**config.mk**
```make
export PLATFORM = sky130hd
export DESIGN_NAME = sys_ctrl_ext
export DESIGN_NICKNAME = d
export VERILOG_FILES = /design/src/rtl/sys_ctrl_ext.sv
export SDC_FILE = /design/constraint.sdc
export NUM_CORES = 1
export LEC_CHECK = 0
export ABC_AREA = 1
export BUFFER_PORTS_ARGS = -buffer_cell sky130_fd_sc_hd__buf_2
export CELL_PAD_IN_SITES_DETAIL_PLACEMENT = 2
export CELL_PAD_IN_SITES_GLOBAL_PLACEMENT = 2
export CORE_ASPECT_RATIO = 1.2
export CORE_MARGIN = 1.5
export CORE_UTILIZATION = 32
export DETAILED_ROUTE_END_ITERATION = 8
export GPL_TIMING_DRIVEN = 0
export PLACE_DENSITY_LB_ADDON = 0.1
export SYNTH_ARGS = -nofsm -noshare
export SYNTH_HDL_FRONTEND = slang
export SYNTH_SLANG_ARGS = --single-unit
```
**constraint.sdc**
```tcl
create_clock -name i_sys_clk -period 1.6 [get_ports i_sys_clk]
set_clock_uncertainty 0.2 [all_clocks]
set_input_delay 0.32 -clock i_sys_clk [delete_from_list [all_inputs] [get_ports i_sys_clk]]
set_output_delay 0.32 -clock i_sys_clk [all_outputs]
set_load 0.005 [all_outputs]
```
**src/rtl/sys_ctrl_ext.sv**
```systemverilog
// sys_ctrl_ext: system control register block on the SPI IOC register bus.
// Holds the read-only identity registers, debug-mode bits, sticky error
// capture with write-1-to-clear and interrupt mask, a scratch register,
// a timed soft-reset pulse generator and a free-running uptime counter
// whose upper bytes are read from a snapshot taken when byte 0 is read.
module sys_ctrl_ext #(
    parameter int          DEBUG_W        = 3,
    parameter int          NUM_ERR        = 4,
    parameter int          SRST_CYCLES    = 16,
    parameter int          UPTIME_BYTES   = 4,
    parameter logic [7:0]  MODULE_VERSION = 8'h02,
    parameter logic [7:0]  SYSTEM_VERSION = 8'h01,
    parameter logic [7:0]  MANU_ID        = 8'h01
) (
    input  logic               i_sys_clk,
    input  logic               i_rst_b,
    input  logic [4:0]         i_ioc,
    input  logic [7:0]         i_data_in,
    output logic [7:0]         o_data_out,
    input  logic               i_cs,
    input  logic               i_fetch_cmd,
    input  logic               i_load_cmd,
    input  logic [NUM_ERR-1:0] i_err,
    output logic [DEBUG_W-1:0] o_debug,
    output logic               o_err_irq,
    output logic               o_soft_rst_b
);

    localparam int UPT_W = 8 * UPTIME_BYTES;

    localparam logic [4:0] IOC_MOD_VER = 5'h00;
    localparam logic [4:0] IOC_SYS_VER = 5'h01;
    localparam logic [4:0] IOC_MANU_ID = 5'h02;
    localparam logic [4:0] IOC_ERR     = 5'h03;
    localparam logic [4:0] IOC_ERR_CLR = 5'h04;
    localparam logic [4:0] IOC_DEBUG   = 5'h05;
    localparam logic [4:0] IOC_SCRATCH = 5'h06;
    localparam logic [4:0] IOC_SRST    = 5'h07;
    localparam logic [4:0] IOC_UPT0    = 5'h08;
    localparam logic [4:0] IOC_UPT1    = 5'h09;
    localparam logic [4:0] IOC_UPT2    = 5'h0A;
    localparam logic [4:0] IOC_UPT3    = 5'h0B;
    localparam logic [4:0] IOC_MASK    = 5'h0C;

    localparam logic [7:0]       SRST_KEY  = 8'hA5;
    localparam logic [7:0]       SRST_LOAD = 8'(SRST_CYCLES - 1);
    localparam logic [UPT_W-1:0] UPT_ONE   = UPT_W'(1);

    typedef enum logic [0:0] {
        SRST_IDLE  = 1'b0,
        SRST_PULSE = 1'b1
    } srst_state_t;

    logic               fetch_p0;
    logic               load_p0;
    logic [NUM_ERR-1:0] sticky;
    logic [NUM_ERR-1:0] mask;
    logic [NUM_ERR-1:0] err_clr;
    logic [7:0]         scratch;
    logic [UPT_W-1:0]   uptime;
    logic [UPT_W-1:0]   snapshot;
    logic [1:0]         byte_idx;
    logic               byte_in_range;
    logic [7:0]         rd_data;
    logic               srst_arm;
    srst_state_t        srst_state;
    logic [7:0]         srst_cnt;

    // Bus command decode: fetch wins over a simultaneous load
    always_comb begin
        fetch_p0      = i_cs & i_fetch_cmd;
        load_p0       = i_cs & i_load_cmd & ~i_fetch_cmd;
        srst_arm      = load_p0 && (i_ioc == IOC_SRST) && (i_data_in == SRST_KEY);
        err_clr       = (load_p0 && (i_ioc == IOC_ERR_CLR)) ? i_data_in[NUM_ERR-1:0] : '0;
        byte_idx      = i_ioc[1:0];
        byte_in_range = (32'(byte_idx) < UPTIME_BYTES);
    end

    // Read data multiplexer; unmapped indices read as zero
    always_comb begin
        rd_data = '0;
        case (i_ioc)
            IOC_MOD_VER: rd_data = MODULE_VERSION;
            IOC_SYS_VER: rd_data = SYSTEM_VERSION;
            IOC_MANU_ID: rd_data = MANU_ID;
            IOC_ERR:     rd_data[NUM_ERR-1:0] = sticky;
            IOC_DEBUG:   rd_data[DEBUG_W-1:0] = o_debug;
            IOC_SCRATCH: rd_data = scratch;
            IOC_UPT0, IOC_UPT1, IOC_UPT2, IOC_UPT3: begin
                if (byte_in_range) begin
                    if (i_ioc == IOC_UPT0) begin
                        rd_data = uptime[7:0];
                    end else begin
                        rd_data = snapshot[{byte_idx, 3'b000} +: 8];
                    end
                end
            end
            IOC_MASK:    rd_data[NUM_ERR-1:0] = mask;
            default:     rd_data = '0;
        endcase
    end

    // Registered read port: updates on a fetch, holds otherwise
    always_ff @(posedge i_sys_clk or negedge i_rst_b) begin
        if (!i_rst_b) begin
            o_data_out <= '0;
        end else if (fetch_p0) begin
            o_data_out <= rd_data;
        end
    end

    // Writable control registers: debug modes, scratch, error mask
    always_ff @(posedge i_sys_clk or negedge i_rst_b) begin
        if (!i_rst_b) begin
            o_debug <= '0;
            scratch <= '0;
            mask    <= '1;
        end else if (load_p0) begin
            case (i_ioc)
                IOC_DEBUG:   o_debug <= i_data_in[DEBUG_W-1:0];
                IOC_SCRATCH: scratch <= i_data_in;
                IOC_MASK:    mask    <= i_data_in[NUM_ERR-1:0];
                default:     ;
            endcase
        end
    end

    // Sticky error capture, independent of chip select; a new error beats a clear
    always_ff @(posedge i_sys_clk or negedge i_rst_b) begin
        if (!i_rst_b) begin
            sticky <= '0;
        end else begin
            sticky <= i_err | (sticky & ~err_clr);
        end
    end

    // Error interrupt from the registered sticky bits, one cycle behind them
    always_ff @(posedge i_sys_clk or negedge i_rst_b) begin
        if (!i_rst_b) begin
            o_err_irq <= 1'b0;
        end else begin
            o_err_irq <= |(sticky & mask);
        end
    end

    // Free-running uptime counter with snapshot taken on a read of byte 0
    always_ff @(posedge i_sys_clk or negedge i_rst_b) begin
        if (!i_rst_b) begin
            uptime   <= '0;
            snapshot <= '0;
        end else begin
            uptime <= uptime + UPT_ONE;
            if (fetch_p0 && (i_ioc == IOC_UPT0)) begin
                snapshot <= uptime;
            end
        end
    end

    // Soft-reset pulse generator: fixed-length low pulse, no retrigger while active
    always_ff @(posedge i_sys_clk or negedge i_rst_b) begin
        if (!i_rst_b) begin
            srst_state   <= SRST_IDLE;
            srst_cnt     <= '0;
            o_soft_rst_b <= 1'b1;
        end else begin
            case (srst_state)
                SRST_IDLE: begin
                    if (srst_arm) begin
                        srst_state   <= SRST_PULSE;
                        srst_cnt     <= SRST_LOAD;
                        o_soft_rst_b <= 1'b0;
                    end
                end
                SRST_PULSE: begin
                    if (srst_cnt == 8'd0) begin
                        srst_state   <= SRST_IDLE;
                        o_soft_rst_b <= 1'b1;
                    end else begin
                        srst_cnt <= srst_cnt - 8'd1;
                    end
                end
                default: begin
                    srst_state   <= SRST_IDLE;
                    o_soft_rst_b <= 1'b1;
                end
            endcase
        end
    end

endmodule

```
# [Word-level counts from Yosys, hierarchy flattened]
# Index checks and enable logic that the tools add are counted.
[totals] register_bits=102 elab_cells=67
[classes] n_mux=14 shift=1 eq_ne=16 bitwise=9 addsub=2 n_reduce_logical=14
[op_table] cell="$add 32x1->32 const B" n=1
[op_table] cell="$shiftx 32x6->8" n=1
[op_table] cell="$eq 5x4->1 const B" n=5
[op_table] cell="$mux 8" n=3
[op_table] cell="$pmux 3 s7" n=1
[op_table] cell="$eq 5x3->1 const B" n=4
[op_table] cell="$pmux 8 s2" n=1
[op_table] cell="$eq 5x2->1 const B" n=2
[op_table] cell="$reduce_and 2->1" n=5
[op_table] cell="$and 4x4->4" n=2
[op_table] cell="$eq 8x8->1 const B" n=1
[op_table] cell="$logic_not 8->1" n=1
[op_table] cell="$pmux 4 s2" n=1
[op_table] cell="$reduce_or 4->1" n=2
[op_table] cell="$sub 8x1->8 const B" n=1
[op_table] cell="$eq 5x1->1 const B" n=1
[op_table] cell="$logic_not 5->1" n=1
[op_table] cell="$logic_and 1x1->1" n=4
[op_table] cell="$mux 1" n=4
[op_table] cell="$mux 4" n=1
[op_table] cell="$ne 2x2->1 const B" n=2
[op_table] cell="$not 4->4" n=1
[op_table] cell="$or 4x4->4" n=1
[op_table] cell="$pmux 1 s2" n=2
[op_table] cell="other kinds (5)" n=8

# [Logic depth before layout (Yosys ltp)]
# Gate-level depths: netlist of the first run.
[depth] ltp_word=7 depth_mapped=10

# [Worst setup path after synthesis of the first run]
# No wires, ideal clock.
[synth_timing] kind="register to register" startpoint="register uptime[0]" endpoint="register uptime[18]" slack_ps=-49 path_buffers=0 t_arrival_ps=1326 path_stages_with_launch=8 t_required_ps=1277 synth_period_minus_slack_ps=1649 path_cell_list="dfrtp_1 -> ha_1 -> nand3_1 -> inv_1 -> nand2_1 -> nor2_1 -> nand3_1 -> xor2_1"
[synth_via] elab_chain_cells=1
[synth_lines] item="from (decl)" line_no="60" rtl="logic [UPT_W-1:0] uptime;"
[synth_lines] item="from (signal assigned)" line_no="152" rtl="uptime <= uptime + UPT_ONE;"
[synth_lines] item="$add 32x1->32" line_no="152"
# No other way between the ends.
# A chain may end at the register's enable or synchronous reset.

# [Worst setup path in the final report of the first run]
[layout_timing] startpoint="register uptime[2]" endpoint="register uptime[31]"
# The elaborated chain is that of the path after synthesis.

==> results of run 1 <==
==> state kept, by name, indices dropped and copies added (netlist names) <==
name          count
sticky            4
o_soft_rst_b      1
o_err_irq         1
mask              4
uptime           32
o_data_out        8
srst_cnt          8
snapshot         24
o_debug           3
srst_state        1
scratch           8
==> layer usage <==
layer / GRT usage (%) / share of wire [%] / wire length (microns) / vias up
li1: - / - / - / 2131
met1: 23.9 / 40 / 6670 / 2211
met2: 40.2 / 56 / 9430 / 52
met3: 1.97 / 1.5 / 247 / 27
met4: 6.68 / 3.0 / 508 / 0
met5: 0 / 0 / 0 / -
==> through the flow <==
step                util [%]  area, sq um  setup WS [ns]
floorplan                  -         4880         0.0428
global placement        35.5         5310          -1.04
detailed placement      35.7         5340         -0.403
CTS                     39.9         5970        -0.0562
global route            42.2         6320         -0.177
finish                  42.2         6320         -0.121
==> area by class of cell <==
cell class / count / area [sq um] / share of cell area (%)
Inverter: 80 / 300 / 4.75
Timing Repair Buffer: 75 / 520 / 8.24
Multi-Input combinational cell: 436 / 2500 / 39.7
Sequential cell: 94 / 2370 / 37.6
Buffer: 8 / 71.3 / 1.13
Tap cell: 204 / 255 / 4.04
Clock buffer: 10 / 229 / 3.63
Clock inverter: 6 / 61.3 / 0.971
==> timing repair <==
item,4_1_cts,5_1_grt
endpoints found under the hold margin,35,0
endpoints found under the setup margin,42,46
resized for setup,48,64
pin swaps,13,15
hold buffers,5,0
buffers inserted,16,19
==> worst reg2reg max path, stage by stage (launching register included) <==
cell and delay, ns:
sky130_fd_sc_hd__dfrtp_1 0.43, sky130_fd_sc_hd__nand3_4 0.13, sky130_fd_sc_hd__nor2_4 0.12, sky130_fd_sc_hd__nand4_1 0.26, sky130_fd_sc_hd__nor2_2 0.25, sky130_fd_sc_hd__nand2_1 0.10, sky130_fd_sc_hd__nand2_1 0.08, sky130_fd_sc_hd__nand2_1 0.05
==> report_power, final <==
group          total, W  internal, W  switching [W]
Combinational  0.000368     0.000129       0.000239
Clock           0.00217      0.00121       0.000963
Sequential      0.00248      0.00244      0.0000367
==> worst paths after layout <==
path | to | startpoint | slack (ns)
max | uptime[31]$_DFF_PN0_ | uptime[2]$_DFF_PN0_ | -0.12
min | scratch[7]$_DFFE_PN0P_ | i_data_in[7] | 0.07
max reg2reg | uptime[31]$_DFF_PN0_ | uptime[2]$_DFF_PN0_ | -0.12
min reg2reg | o_data_out[3]$_DFFE_PN0P_ | o_data_out[3]$_DFFE_PN0P_ | 0.28
max in group asynchronous | o_soft_rst_b$_DFFE_PN1P_ | i_rst_b | 0.20
min in group asynchronous | sticky[2]$_DFF_PN0_ | i_rst_b | 0.29
==> layout by cell type, fill, tap and decap left out, types with 13 or more instances in the layout <==
cell                        n
sky130_fd_sc_hd__nor2_1    33
sky130_fd_sc_hd__inv_2     13
sky130_fd_sc_hd__buf_2     34
sky130_fd_sc_hd__nand4_1   14
sky130_fd_sc_hd__xor2_1    21
sky130_fd_sc_hd__buf_4     34
sky130_fd_sc_hd__inv_1     67
sky130_fd_sc_hd__nand3_1   35
sky130_fd_sc_hd__nor2_2    16
sky130_fd_sc_hd__nand2_2   15
sky130_fd_sc_hd__nand2_1  184
sky130_fd_sc_hd__dfrtp_1   77
sky130_fd_sc_hd__o21ai_0   34
==> kinds of logic (layout without fill, tap and decap cells) <==
family,after synthesis,after routing,synth area share [%]
AND/OR/NAND/NOR,346,346,31.0
adder cells (fa/ha/maj),3,3,0.770
flip-flops,94,94,48.4
multiplexers,3,3,0.923
buffers and inverters,89,179,7.64
XOR/XNOR,23,23,4.13
AO/OA/AOI/OAI,61,61,7.13
==> metrics.txt, run 1 <==
# TYPE chip_impl_metric gauge
chip_impl_info{name="outcome",value="complete, but fails checks"} 1
chip_impl_info{name="failing_checks",value="negative setup slack"} 1
chip_impl_metric{name="maxCapViolCount",unit=""} 0
chip_impl_metric{name="first_pass_grt_wire_length",unit="microns"} 25400
chip_impl_metric{name="dp.cells",unit=""} 858
chip_impl_metric{name="final.setup.tns",unit="ns"} -0.230
chip_impl_metric{name="drt_pass1_iterations",unit=""} 4
chip_impl_metric{name="clock_slew_at_the_register_clock_pins_of_the_worst_setup_and_hold_paths",unit="ns"} 0.07
chip_impl_info{name="cp_cell_sequence",value="nand3_4 > nor2_4 > nand4_1 > nor2_2 > nand2_1 > nand2_1 > nand2_1"} 1
chip_impl_metric{name="clock_sink_count",unit=""} 94
chip_impl_info{name="startpoint_type",value="flop"} 1
chip_impl_metric{name="setup_violations",unit=""} 7
chip_impl_metric{name="synth.ff_latch_count",unit=""} 94
chip_impl_info{name="rsz_0062_raised_after_global_routing",value="yes"} 1
chip_impl_info{name="synth.top_cells.by_area",value="sky130_fd_sc_hd__dfrtp_1, sky130_fd_sc_hd__nand2_1, sky130_fd_sc_hd__inv_1, sky130_fd_sc_hd__nor2_1, sky130_fd_sc_hd__nand3_1"} 1
chip_impl_metric{name="fillcell_total",unit=""} 1717
chip_impl_metric{name="global_route.overflow_total",unit=""} 0
chip_impl_info{name="timing.critical_path.mode_cell",value="sky130_fd_sc_hd__nand2_1"} 1
chip_impl_metric{name="number_of_synthesized_flops_with_an_enable_pin",unit=""} 0
chip_impl_metric{name="post_syn_area",unit="sq um"} 4880
chip_impl_metric{name="grt_antenna_before_repair",unit=""} 0
chip_impl_metric{name="max_stage_delay",unit="ns"} 0.43
chip_impl_metric{name="antenna-diode-count",unit=""} 0
chip_impl_metric{name="io_buffer_count",unit=""} 34
chip_impl_info{name="synth_common_cells",value="sky130_fd_sc_hd__nand2_1, sky130_fd_sc_hd__dfrtp_1, sky130_fd_sc_hd__inv_1, sky130_fd_sc_hd__nor2_1, sky130_fd_sc_hd__nand3_1"} 1
chip_impl_metric{name="post-synth-top-area-fraction",unit="%"} 45.7
chip_impl_metric{name="fmax",unit="GHz"} 0.581
chip_impl_metric{name="yosysSeqAreaShare",unit="%"} 48.4
chip_impl_info{name="critPathTopFamily",value="simple AND/OR/NAND/NOR gates"} 1
chip_impl_metric{name="worst_hold_path.num_cells",unit=""} 3
chip_impl_metric{name="critical_path.n_buffers_inverters",unit=""} 0
chip_impl_metric{name="r2r_cells",unit=""} 7
chip_impl_metric{name="post-route-min-period",unit="ns"} 1.72
chip_impl_info{name="critical_path_class",value="reg2reg"} 1
chip_impl_metric{name="pin_count_of_the_biggest_net_entering_global_routing",unit=""} 63
chip_impl_info{name="clock_tree_from_tritoncts",value="yes"} 1
chip_impl_info{name="hold_class",value="in2reg"} 1
chip_impl_metric{name="gpl.final_weighted_congestion",unit=""} 0.808
chip_impl_metric{name="post-route-worst-setup-slack",unit="ns"} -0.121
chip_impl_metric{name="final_cell_count_no_fill",unit=""} 913
chip_impl_metric{name="power.ir.vdd_worst",unit="V"} 0.000394
chip_impl_metric{name="vias",unit=""} 4421
chip_impl_metric{name="cp_num_cells",unit=""} 7
chip_impl_metric{name="vias_per_cell",unit=""} 4.84
chip_impl_metric{name="std_cell_rows",unit=""} 49
chip_impl_metric{name="post_synth_inst_count",unit=""} 619
chip_impl_metric{name="synth_cell_type_count",unit=""} 32
chip_impl_metric{name="synthesis.nets",unit=""} 644
chip_impl_metric{name="ant_nets",unit=""} 0
chip_impl_metric{name="post-layout-total-power",unit="W"} 0.00502
chip_impl_metric{name="postSynth.asyncResetShare",unit="%"} 100
chip_impl_metric{name="synth_area_per_cell",unit="sq um"} 7.88
chip_impl_metric{name="final_hold_viol_count",unit=""} 0
chip_impl_metric{name="timing.final.max_slew_violations",unit=""} 0
chip_impl_metric{name="p_leak",unit="nW"} 3.15
chip_impl_metric{name="post-dp-hpwl",unit="microns"} 12200
chip_impl_metric{name="power_per_cell_area",unit="nW/um^2"} 795
chip_impl_info{name="worst_setup_path_end_kind",value="flop"} 1
chip_impl_metric{name="worstSkewPairLatency",unit="ns"} 0.35
chip_impl_info{name="clockRootBuffer",value="sky130_fd_sc_hd__clkbuf_16"} 1
chip_impl_info{name="synth_largest_area_cell",value="sky130_fd_sc_hd__dfrtp_1"} 1
chip_impl_metric{name="ys_warn_count",unit=""} 0
chip_impl_metric{name="fp.dieArea",unit="sq um"} 16000
chip_impl_metric{name="crit_arrival",unit="ns"} 1.76
chip_impl_metric{name="fin_nets",unit=""} 729
chip_impl_metric{name="ios",unit=""} 35
chip_impl_metric{name="critical_path_required",unit="ns"} 1.64
chip_impl_metric{name="number_of_design_rule_violations_left_after_detail_routing",unit=""} 0
chip_impl_metric{name="floorplan_die_width",unit="microns"} 116
chip_impl_metric{name="critPathMaxFanout",unit=""} 3
chip_impl_metric{name="initial_core_util",unit="%"} 32.6
chip_impl_metric{name="post-route-period-util",unit="%"} 108
chip_impl_metric{name="grt.total_usage",unit="%"} 21.0
chip_impl_metric{name="wire_per_inst",unit="microns"} 18.5
chip_impl_info{name="synth_ff_type",value="sky130_fd_sc_hd__dfrtp_1"} 1
chip_impl_metric{name="clk_path_buf_depth",unit=""} 2
chip_impl_metric{name="postRouteWirelength",unit="microns"} 16900
chip_impl_metric{name="floorplan.core_area",unit="sq um"} 15000
chip_impl_metric{name="drt_first_iter_violations",unit=""} 137
chip_impl_metric{name="layout-drive-gt1-share",unit="%"} 29.9
chip_impl_metric{name="number_of_cts_inserted_buffers",unit=""} 9
chip_impl_info{name="slowest_stage",value="sky130_fd_sc_hd__dfrtp_1"} 1
chip_impl_metric{name="area_growth_syn_to_layout",unit="%"} 29.5
chip_impl_info{name="yosysMostFrequentCell",value="sky130_fd_sc_hd__nand2_1"} 1
chip_impl_metric{name="cts-htree-levels",unit=""} 3
chip_impl_metric{name="relSlewSlack",unit="%"} 67.9
chip_impl_metric{name="worst_slew_pin_slew",unit="ns"} 0.482
chip_impl_metric{name="floorplan.die.height",unit="microns"} 138
chip_impl_metric{name="first_global_vias",unit=""} 4820
chip_impl_metric{name="final.hold.worst_slack",unit="ns"} 0.0744
No activity file was read; power rests on OpenSTA's default activity.
==> run 2: changes to the inputs <==
--- a/config.mk
+++ b/config.mk
@@ -15,6 +15,7 @@
 export DETAILED_ROUTE_END_ITERATION = 8
 export GPL_TIMING_DRIVEN = 0
 export PLACE_DENSITY_LB_ADDON = 0.1
+export REMOVE_ABC_BUFFERS = 1
 export SYNTH_ARGS = -nofsm -noshare
 export SYNTH_HDL_FRONTEND = slang
 export SYNTH_SLANG_ARGS = --single-unit
==> run 2 against run 1 <==
Effect of this change: the run still ends with negative setup slack left; critical path depth is the same; non-clock buffer count is 11 lower; worst hold slack got worse by 0.0079 ns; final area down 0.38%; total power is 0.15% higher; sequential cell count stayed put; combinational power increased by 3%; core utilization shrank 0.16 points; sequential power hardly changed; count of clock-buffer cells in the layout rose by 1; via count rose by 0.16%; largest cell class unchanged.
==> metrics.txt, run 2 (synthesis results as in run 1) <==
# TYPE chip_impl_metric gauge
chip_impl_info{name="outcome",value="complete, but fails checks"} 1
chip_impl_info{name="failing_checks",value="negative setup slack"} 1
chip_impl_info{name="reg.largest.list",value="uptime (32), snapshot (24)"} 1
chip_impl_info{name="cp_cell_sequence",value="ha_4 > nand3_4 > inv_2 > nand2_4 > nor2_4 > nand3_1 > xor2_1"} 1
chip_impl_metric{name="gpl.final_weighted_congestion",unit=""} 0.834
chip_impl_metric{name="floorplan_die_width",unit="microns"} 116
chip_impl_info{name="critical_path.reg2reg.startpoint",value="uptime[0]$_DFF_PN0_"} 1
chip_impl_metric{name="power_per_cell_area",unit="nW/um^2"} 799
chip_impl_metric{name="global_route.overflow_total",unit=""} 0
chip_impl_metric{name="final_hold_viol_count",unit=""} 0
chip_impl_metric{name="p_leak",unit="nW"} 3.03
chip_impl_metric{name="power.share.combinational",unit="%"} 7.5
chip_impl_metric{name="post-route-period-util",unit="%"} 106
chip_impl_metric{name="largest_register_ffs",unit=""} 32
chip_impl_metric{name="fmax",unit="GHz"} 0.591
chip_impl_metric{name="timing.reg2reg.setup_slack",unit="ns"} -0.09
chip_impl_metric{name="p_sw_share",unit="%"} 25.0
chip_impl_metric{name="first_global_vias",unit=""} 4890
chip_impl_metric{name="p_sw",unit="W"} 0.00126
chip_impl_metric{name="pin_count_of_the_biggest_net_entering_global_routing",unit=""} 55
chip_impl_metric{name="finish.instance_area",unit="sq um"} 6290
chip_impl_info{name="regMostFlops",value="uptime"} 1
chip_impl_metric{name="vias_per_cell",unit=""} 4.90
chip_impl_metric{name="setup_violations",unit=""} 11
chip_impl_metric{name="fp.dieArea",unit="sq um"} 16000
chip_impl_info{name="critPathTopFamily",value="simple AND/OR/NAND/NOR gates"} 1
chip_impl_metric{name="critical_path_required",unit="ns"} 1.64
chip_impl_info{name="hold_path.startpoint",value="i_data_in[5]"} 1
chip_impl_info{name="startpoint_type",value="flop"} 1
chip_impl_metric{name="drt_pass1_iterations",unit=""} 4
chip_impl_metric{name="cts-htree-levels",unit=""} 3
chip_impl_metric{name="std_cell_rows",unit=""} 49
chip_impl_metric{name="layout-drive-gt1-share",unit="%"} 28.6
chip_impl_metric{name="cp_num_cells",unit=""} 7
chip_impl_metric{name="wire_per_inst",unit="microns"} 19.0
chip_impl_metric{name="worstSkewPairLatency",unit="ns"} 0.35
chip_impl_metric{name="clock_sink_count",unit=""} 94
chip_impl_metric{name="final.hold.worst_slack",unit="ns"} 0.0665
chip_impl_info{name="critical_path_class",value="reg2reg"} 1
chip_impl_metric{name="post-route-min-period",unit="ns"} 1.69
chip_impl_info{name="mostFrequentLayoutCell",value="sky130_fd_sc_hd__nand2_1"} 1
chip_impl_metric{name="grt.total_usage",unit="%"} 21.5
chip_impl_metric{name="p_seq_share",unit="%"} 49.3
chip_impl_metric{name="crit_arrival",unit="ns"} 1.73
chip_impl_metric{name="post-dp-hpwl",unit="microns"} 11600
chip_impl_metric{name="io_buffer_count",unit=""} 34
chip_impl_metric{name="postLayoutCoreUtil",unit="%"} 42.1
chip_impl_metric{name="clock_slew_at_the_register_clock_pins_of_the_worst_setup_and_hold_paths",unit="ns"} 0.07
chip_impl_info{name="endpoint",value="uptime[18]$_DFF_PN0_"} 1
chip_impl_info{name="worst_setup_path_end_kind",value="flop"} 1
chip_impl_metric{name="intPower",unit="W"} 0.00377
chip_impl_metric{name="initial_core_util",unit="%"} 32.6
chip_impl_metric{name="drt_first_iter_violations",unit=""} 123
chip_impl_metric{name="vias",unit=""} 4428
chip_impl_metric{name="worst_slew_pin_slew",unit="ns"} 0.598
chip_impl_metric{name="grt_antenna_before_repair",unit=""} 0
chip_impl_info{name="layout.cells.most_common_list",value="sky130_fd_sc_hd__nand2_1, sky130_fd_sc_hd__dfrtp_1, sky130_fd_sc_hd__inv_1, sky130_fd_sc_hd__nand3_1, sky130_fd_sc_hd__o21ai_0"} 1
chip_impl_info{name="slowest_stage",value="sky130_fd_sc_hd__dfrtp_1"} 1
chip_impl_info{name="hold_class",value="in2reg"} 1
chip_impl_metric{name="floorplan.core_area",unit="sq um"} 15000
chip_impl_metric{name="r2r_cells",unit=""} 7
chip_impl_metric{name="ant_nets",unit=""} 0
chip_impl_metric{name="fin_nets",unit=""} 720
chip_impl_metric{name="postRouteWirelength",unit="microns"} 17200
chip_impl_metric{name="floorplan.die.height",unit="microns"} 138
chip_impl_metric{name="clk_path_buf_depth",unit=""} 2
chip_impl_info{name="end_of_the_worst_register_to_register_path",value="uptime[18]$_DFF_PN0_"} 1
chip_impl_metric{name="power.share.clock",unit="%"} 43.2
chip_impl_metric{name="power.ir.vdd_worst",unit="V"} 0.000380
chip_impl_metric{name="timing.final.max_slew_violations",unit=""} 0
chip_impl_metric{name="max_stage_delay",unit="ns"} 0.43
chip_impl_metric{name="antenna-diode-count",unit=""} 0
chip_impl_metric{name="post-route-worst-setup-slack",unit="ns"} -0.0909
chip_impl_info{name="setup.worst_path.start",value="uptime[0]$_DFF_PN0_"} 1
chip_impl_metric{name="worst_hold_path.num_cells",unit=""} 3
chip_impl_metric{name="maxCapViolCount",unit=""} 0
chip_impl_metric{name="area_growth_syn_to_layout",unit="%"} 29.0
chip_impl_metric{name="critical_path.n_buffers_inverters",unit=""} 1
chip_impl_metric{name="number_of_design_rule_violations_left_after_detail_routing",unit=""} 0
chip_impl_metric{name="number_of_cts_inserted_buffers",unit=""} 9
chip_impl_info{name="clockRootBuffer",value="sky130_fd_sc_hd__clkbuf_16"} 1
chip_impl_metric{name="total_placed_instance_area",unit="sq um"} 5260
chip_impl_info{name="clock_tree_from_tritoncts",value="yes"} 1
chip_impl_metric{name="fillcell_total",unit=""} 1755
chip_impl_metric{name="ios",unit=""} 35
chip_impl_metric{name="critPathMaxFanout",unit=""} 4
chip_impl_info{name="rsz_0062_raised_after_global_routing",value="yes"} 1
chip_impl_metric{name="first_pass_grt_wire_length",unit="microns"} 26200
chip_impl_metric{name="relSlewSlack",unit="%"} 60.1
-- run 2: final cells by class --
| type | instances | area [sq um] | area share [%] |
|---|---|---|---|
| Clock buffer | 11 | 233 | 3.70 |
| Clock inverter | 5 | 50.0 | 0.795 |
| Inverter | 80 | 303 | 4.81 |
| Multi-Input combinational cell | 438 | 2550 | 40.6 |
| Sequential cell | 94 | 2370 | 37.7 |
| Tap cell | 204 | 255 | 4.06 |
| Timing Repair Buffer | 72 | 526 | 8.35 |
-- run 2: worst register-to-register path: cells and delay by family, from the launching register on --
kind	cells	cell delay, ns
simple gates	4	0.51
xor+xnor	1	0.16
flops	1	0.43
buf+inv	1	0.09
fa+ha+maj	1	0.19
-- run 2: what timing repair did --
item                       CTS  global route
setup endpoints to repair   66            52
setup buffers               15            17
pin swaps                   12            17
hold endpoints to repair    44             0
resized for setup           60            61
hold buffers                 5             0
cloned                       1             1
-- run 2: how the worst min path moves through the flow --
stage | endpoint | slack, ns
floorplan | o_data_out[0]$_DFFE_PN0P_ | -0.18
global placement | uptime[31]$_DFF_PN0_ | 0.26
detailed placement | sticky[2]$_DFF_PN0_ | 0.16
CTS | scratch[7]$_DFFE_PN0P_ | 0.05
global route | scratch[7]$_DFFE_PN0P_ | 0.08
finish | scratch[5]$_DFFE_PN0P_ | 0.07
-- run 2: per-layer routing --
metal	wire, microns	share of wire (%)	global-route usage [%]	up-vias
met1	6920	40	24.5	2230
li1	-	-	-	2118
met5	0	0	0	-
met2	9520	55	40.9	53
met4	420	2.4	7.32	0
met3	312	1.8	2.10	27
-- run 2: metrics by stage --
stage	TNS (ns)	total power [W]	cells	worst slack, ns
detailed placement	-34.15	0.00288	849	-1.02
finish	-0.436	0.00503	904	-0.0909
global placement	-126.85	0.00285	848	-1.06
CTS	-0.171	0.00507	886	-0.0599
floorplan	-2.77	0.00268	610	-0.277
global route	-1.88	0.00521	904	-0.177
-- run 2: power groups by stage --
stage          registers, W  logic, W  clock network (W)
2_1_floorplan       0.00252  0.000160                  0
3_3_place_gp        0.00252  0.000333                  0
3_5_place_dp        0.00252  0.000355                  0
4_1_cts             0.00248  0.000380            0.00221
5_1_grt             0.00249  0.000431            0.00229
6_report            0.00248  0.000378            0.00217
